--- config.mk ---
export PLATFORM = sky130hd
export DESIGN_NAME = wb_sdram_port
export DESIGN_NICKNAME = d
export VERILOG_FILES = /design/src/rtl/wb_sdram_port.sv
export SDC_FILE = /design/constraint.sdc
export NUM_CORES = 1
export LEC_CHECK = 0
export BUFFER_PORTS_ARGS = -buffer_cell sky130_fd_sc_hd__buf_2
export CORE_MARGIN = 5
export CORE_UTILIZATION = 29
export CTS_BUF_LIST = sky130_fd_sc_hd__clkbuf_4
export DETAILED_ROUTE_END_ITERATION = 8
export SYNTH_ARGS = -nofsm -noshare
export SYNTH_HDL_FRONTEND = slang
export SYNTH_SLANG_ARGS = --single-unit
--- constraint.sdc ---
create_clock -name sdram_clk -period 5 [get_ports sdram_clk]
set_clock_uncertainty 0.2 [all_clocks]
set_input_delay 0.5 -clock sdram_clk [delete_from_list [all_inputs] [get_ports sdram_clk]]
set_output_delay 0.5 -clock sdram_clk [all_outputs]
set_load 0.005 [all_outputs]
--- src/rtl/wb_sdram_port.sv ---
// wb_sdram_port: 32-bit Wishbone slave in front of the SDRAM controller's
// 16-bit access port. Writes go through as one or two halfword writes. Reads
// are served from a single 16-byte line that one 8-beat burst fills, and
// write hits keep that line coherent.
module wb_sdram_port #(
  parameter int BURST_LENGTH = 8
) (
  input  logic        sdram_clk,
  input  logic        sdram_rst,
  input  logic [31:0] wb_adr_i,
  input  logic [31:0] wb_dat_i,
  input  logic [3:0]  wb_sel_i,
  input  logic        wb_we_i,
  input  logic        wb_cyc_i,
  input  logic        wb_stb_i,
  output logic [31:0] wb_dat_o,
  output logic        wb_ack_o,
  output logic        sdram_acc_o,
  output logic [31:0] sdram_adr_o,
  output logic [15:0] sdram_dat_o,
  output logic [1:0]  sdram_sel_o,
  output logic        sdram_we_o,
  input  logic        sdram_ack_i,
  input  logic [31:0] sdram_adr_i,
  input  logic [15:0] sdram_dat_i
);

  localparam logic [2:0] ST_IDLE  = 3'd0;
  localparam logic [2:0] ST_FILL  = 3'd1;
  localparam logic [2:0] ST_WR_HI = 3'd2;
  localparam logic [2:0] ST_WR_LO = 3'd3;
  localparam logic [2:0] ST_ACK   = 3'd4;

  logic [2:0]  state;
  logic [31:2] adr_q;       // latched word address
  logic [15:0] dat_lo_q;    // lower halfword, needed after the upper write
  logic [1:0]  sel_lo_q;
  logic        we_q;
  logic        acc_q;
  logic        fill_run;    // beats are streaming; controller ack no longer matters
  logic [2:0]  beat_cnt;
  logic [27:0] tag_q;
  logic        valid_q;
  logic [15:0] line_buf [0:7];

  logic req;
  logic hit;
  logic fill_cap;
  logic wt_en;
  logic [2:0] idx_hi;
  logic [2:0] idx_lo;
  logic unused_bits;

  assign req      = wb_cyc_i & wb_stb_i;
  assign hit      = valid_q & (tag_q == wb_adr_i[31:4]);
  assign fill_cap = (state == ST_FILL) & (fill_run | sdram_ack_i);
  assign wt_en    = (state == ST_IDLE) & req & wb_we_i & hit;
  assign idx_hi   = {wb_adr_i[3:2], 1'b0};
  assign idx_lo   = {wb_adr_i[3:2], 1'b1};

  // Request drops in the controller's ack cycle so it never sees a repeat.
  assign sdram_acc_o = acc_q & ~sdram_ack_i;
  assign wb_ack_o    = (state == ST_ACK);

  // Bits that carry no information for this port.
  assign unused_bits = ^{wb_adr_i[1:0], sdram_adr_i[31:4], sdram_adr_i[0]};

  // Read data is presented only during the ack cycle of a read; the line is
  // small enough to read combinationally, so the last burst beat is visible.
  always_comb begin
    wb_dat_o = '0;
    if (state == ST_ACK && !we_q)
      wb_dat_o = {line_buf[{adr_q[3:2], 1'b0}], line_buf[{adr_q[3:2], 1'b1}]};
  end

  // Line buffer: burst beats land at the index the controller reports, so a
  // wrapped burst order fills the line correctly. Write hits merge bytes.
  always_ff @(posedge sdram_clk) begin
    if (fill_cap) begin
      line_buf[sdram_adr_i[3:1]] <= sdram_dat_i;
    end else if (wt_en) begin
      for (int b = 0; b < 2; b++) begin
        if (wb_sel_i[2+b]) line_buf[idx_hi][8*b +: 8] <= wb_dat_i[16+8*b +: 8];
        if (wb_sel_i[b])   line_buf[idx_lo][8*b +: 8] <= wb_dat_i[8*b +: 8];
      end
    end
  end

  // Transaction sequencer: latches the bus request, runs the controller
  // handshakes and the burst fill, then issues a single-cycle bus ack.
  always_ff @(posedge sdram_clk or posedge sdram_rst) begin
    if (sdram_rst) begin
      state       <= ST_IDLE;
      adr_q       <= '0;
      dat_lo_q    <= '0;
      sel_lo_q    <= '0;
      we_q        <= 1'b0;
      acc_q       <= 1'b0;
      fill_run    <= 1'b0;
      beat_cnt    <= '0;
      tag_q       <= '0;
      valid_q     <= 1'b0;
      sdram_adr_o <= '0;
      sdram_dat_o <= '0;
      sdram_sel_o <= '0;
      sdram_we_o  <= 1'b0;
    end else begin
      case (state)
        ST_IDLE: begin
          if (req) begin
            adr_q    <= wb_adr_i[31:2];
            dat_lo_q <= wb_dat_i[15:0];
            sel_lo_q <= wb_sel_i[1:0];
            we_q     <= wb_we_i;
            if (!wb_we_i) begin
              if (hit) begin
                state <= ST_ACK;
              end else begin
                state       <= ST_FILL;
                acc_q       <= 1'b1;
                fill_run    <= 1'b0;
                valid_q     <= 1'b0;
                sdram_we_o  <= 1'b0;
                sdram_sel_o <= 2'b11;
                sdram_adr_o <= {wb_adr_i[31:4], 4'b0000};
              end
            end else if (wb_sel_i[3:2] != 2'b00) begin
              state       <= ST_WR_HI;
              acc_q       <= 1'b1;
              sdram_we_o  <= 1'b1;
              sdram_dat_o <= wb_dat_i[31:16];
              sdram_sel_o <= wb_sel_i[3:2];
              sdram_adr_o <= {wb_adr_i[31:2], 2'b00};
            end else if (wb_sel_i[1:0] != 2'b00) begin
              state       <= ST_WR_LO;
              acc_q       <= 1'b1;
              sdram_we_o  <= 1'b1;
              sdram_dat_o <= wb_dat_i[15:0];
              sdram_sel_o <= wb_sel_i[1:0];
              sdram_adr_o <= {wb_adr_i[31:2], 2'b10};
            end else begin
              state <= ST_ACK;
            end
          end
        end
        ST_FILL: begin
          if (fill_run) begin
            if (beat_cnt == 3'(BURST_LENGTH - 1)) begin
              fill_run <= 1'b0;
              tag_q    <= adr_q[31:4];
              valid_q  <= 1'b1;
              state    <= ST_ACK;
            end else begin
              beat_cnt <= beat_cnt + 3'd1;
            end
          end else if (sdram_ack_i) begin
            acc_q    <= 1'b0;
            fill_run <= 1'b1;
            beat_cnt <= 3'd1;
          end
        end
        ST_WR_HI: begin
          if (sdram_ack_i) begin
            acc_q <= 1'b0;
            state <= (sel_lo_q != 2'b00) ? ST_WR_LO : ST_ACK;
          end
        end
        ST_WR_LO: begin
          // Arriving from WR_HI, acc_q is low for one cycle before re-raising.
          if (!acc_q) begin
            acc_q       <= 1'b1;
            sdram_dat_o <= dat_lo_q;
            sdram_sel_o <= sel_lo_q;
            sdram_adr_o <= {adr_q, 2'b10};
          end else if (sdram_ack_i) begin
            acc_q <= 1'b0;
            state <= ST_ACK;
          end
        end
        ST_ACK: state <= ST_IDLE;
        default: state <= ST_IDLE;
      endcase
    end
  end

endmodule

==> impl_metrics.toml <==
[setup_path]
worst-endpoint-arrival_ns = 2.96
worstSetupPathType = "reg2out"
cp-end-kind = "output pin"
r2r_slack_ns = 1.43
start_kind = "flop"
cp.required_ns = 4.30
critPathMaxFanout = 28

[timing]
hold_viol_final = 0
slew_headroom = 0.3241
tns_ns = 0
min_period_over_period = 0.7325
finalCriticalPeriod_ns = 3.662
layout_setup_ws_ns = 1.338
max_slew.worst_pin.slew_ns = 1.014
slew_viol_final = 0
setup-violations-final = 0
clock.fmax_ghz = 0.2731
rsz0062_at_grt = "no"

[routing]
drc = 0
first_pass_iters = 5
vias = 9256
ant_nets = 0
routed_wl_mm = 37.59
viasPerCell = 4.708
drtIter0Drc = 486
drt-wirelength-per-cell_um = 19.12

[logic_synthesis]
synth_warnings = 0
synth_flop_cell = "dfrtp_1"
synth-seq-cells = 264
synthesis.area_um2 = 13570
async_flop_share = 0.5152
synth_edf_count = 128
postSynthCellCount = 1006
synth_fp_nets = 1130
synth.avg_cell_area_um2 = 13.49
ys_seq_area_frac = 0.5342
netlist-cell-type-count = 54

[floorplan]
num_io_pins = 207
initial_utilization = 0.2920
core_um2 = 46460
fp.dieArea_um2 = 51210
fp.dieW_um = 226.3
placementRows = 79
die_h_um = 226.3

[placement]
dpl.hpwl_mm = 25.43
dp_slack_ns = 1.376
gp_congestion = 0.7737
port_buffers = 174
place_inst = 1738

[clock_network]
cts_setup_buffers = 0
cts_buffers = 76
cts_buffer_depth = 3
clock_latency_ns = 0.78
path_clk_slew_ns = 0.07
cts_resized = 0
cts_tree = "built"
cts-htree-levels = 3
clkSinkCount = 264
cts_root_buf = "clkbuf_4"

[global_route]
grt_max_degree = 95
antenna_found_initial = 3
track_usage = 0.1467
grt_first_pass_wirelength_mm = 57.66
grt-ovfl-total = 0
grt_pass1_vias = 9619

[layout]
fin_cells = 1966
multi_input_area_um2 = 5937
ff_latch_area_um2 = 7249
fillers = 4562
area_growth_pct = 24.35
drive_gt1_frac = 0.4193
nNetsFinal = 1427

[min_path]
hold_class = "reg2reg"

[power_and_ir_drop]
switching_share = 0.3154
p_int_uw = 5184
power_per_cell_area_nw_per_um2 = 448.9
seqPwrFrac = 0.437
peakVddDrop_mv = 0.2948
clkPwrFrac = 0.275
combinationalPowerShare = 0.288
cellLeakagePower_uw = 0.007026
switching_power_uw = 2388

[job]
maxCapViolCount = 0

[run_status]
status = "finished clean"
synth_stat cells, drive strengths merged, types with 2 or more instances:
library cell,number,area share
mux2,231,0.21
nand2,145,0.040
dfrtp,136,0.25
edfxtp,128,0.28
o21ai,45,0.017
nor2b,42,0.019
a21oi,40,0.015
clkbuf,34,0.0094
mux4,32,0.053
buf,25,0.017
nor2,17,0.0047
nand2b,16,0.0074
xor2,16,0.010
nand3,15,0.0092
and3,12,0.0083
inv,11,0.0030
xnor2,7,0.0056
or4,6,0.0033
nand4,4,0.0018
nor4,4,0.0030
a21o,3,0.0017
a221oi,3,0.0019
a22o,3,0.0019
and2,3,0.0014
mux2i,3,0.0022
ha,2,0.0018
nand3b,2,0.0011
nor3,2,0.00074
o22ai,2,0.00092
or2,2,0.00092
or3,2,0.00092
state kept, by name, summed over array words and instances, names as in the netlist:
signal and flops:
acc_q 1, adr_q 30, beat_cnt 3, dat_lo_q 16, fill_run 1, line_buf 128
sdram_adr_o 31, sdram_dat_o 16, sdram_sel_o 2, sdram_we_o 1, sel_lo_q 2, state 3
tag_q 28, valid_q 1, we_q 1
placed cells by master (no fill, tap or decap), types with 16 or more instances in the layout:
master         count
a21oi_1           40
buf_2            174
clkbuf_4         120
dfrtp_1          134
dlygate4sd3_1     94
edfxtp_1         128
mux2_1            35
mux2_2           120
mux2_4            76
mux4_2            32
nand2_1          145
nand2b_1          16
nor2_1            16
nor2b_1           41
o21ai_0           45
xor2_1            16
per-stage QoR:
stage	area [um2]	total power, uW	util	hold WS (ns)
after global placement	14940	5449	0.3215	0.2502
final	16870	7572	0.3631	0.2772
after floorplan	13570	4695	-	0.2405
after detailed placement	14940	5505	0.3215	0.2629
after global routing	16870	8095	0.3631	0.2415
after CTS	16860	7711	0.3630	0.1968
worst max-delay path, cell delays in order (launching register included):
cell	delay, ns
dfrtp_2	1.04
buf_4	0.35
mux4_2	0.53
nor2b_1	0.14
buf_2	0.14
what timing repair did:
item / 4_1_cts / 5_1_grt
endpoints found under the hold margin: 312 / 0
hold buffers: 94 / 0
endpoints found under the setup margin: 0 / 0
power by group through the flow:
| stage | clock, uW | sequential (uW) | combinational, uW |
|---|---|---|---|
| global route | 2300 | 3390 | 2400 |
| CTS | 2170 | 3310 | 2230 |
| floorplan | 0 | 3130 | 1570 |
| global placement | 0 | 3320 | 2130 |
| finish | 2080 | 3310 | 2180 |
| detailed placement | 0 | 3350 | 2160 |
logic make-up (layout without fill, tap and decap cells):
kind of cell / count (synthesis) / in the layout / synth area share
buffers and inverters: 70 / 421 / 0.02988
flip-flops: 264 / 264 / 0.5342
other: 1 / 3 / 0.0002764
AND/OR/NAND/NOR: 276 / 276 / 0.1062
AO/OA/AOI/OAI: 104 / 104 / 0.04353
adder cells (fa/ha/maj): 2 / 2 / 0.001844
XOR/XNOR: 23 / 23 / 0.01595
multiplexers: 266 / 266 / 0.2681
path summary, 6_finish.rpt:
kind                                            start                    endpoint  depth (start not counted)
worst min register to register       we_q$_DFFE_PP0P_            we_q$_DFFE_PP0P_                          1
max in group asynchronous                   sdram_rst        adr_q[4]$_DFFE_PP0P_                          4
worst max-delay path             adr_q[2]$_DFFE_PP0P_                wb_dat_o[21]                          4
min in group asynchronous                   sdram_rst  sdram_dat_o[1]$_DFFE_PP0P_                          3
worst min-delay path                 we_q$_DFFE_PP0P_            we_q$_DFFE_PP0P_                          1
worst max register to register  tag_q[26]$_DFFE_PP0P_    line_buf[6][9]$_DFFE_PP_                          8
cell type report:
type                            count  area share
Sequential cell                   264      0.4297
Multi-Input combinational cell    672      0.3519
Timing Repair Buffer              278      0.1118
Clock buffer                      120     0.05340
Tap cell                          607     0.04502
Clock inverter                     12    0.005043
Inverter                           11    0.002744
Antenna cell                        2   0.0002967
routing by layer:
metal,track usage,up-vias,routed length [um]
li1,-,4310,-
met1,0.1924,4588,16130
met2,0.2417,312,18210
met3,0.04052,42,2734
met4,0.03804,4,489
met5,0,-,26
Power figures use the tool's default switching activity.
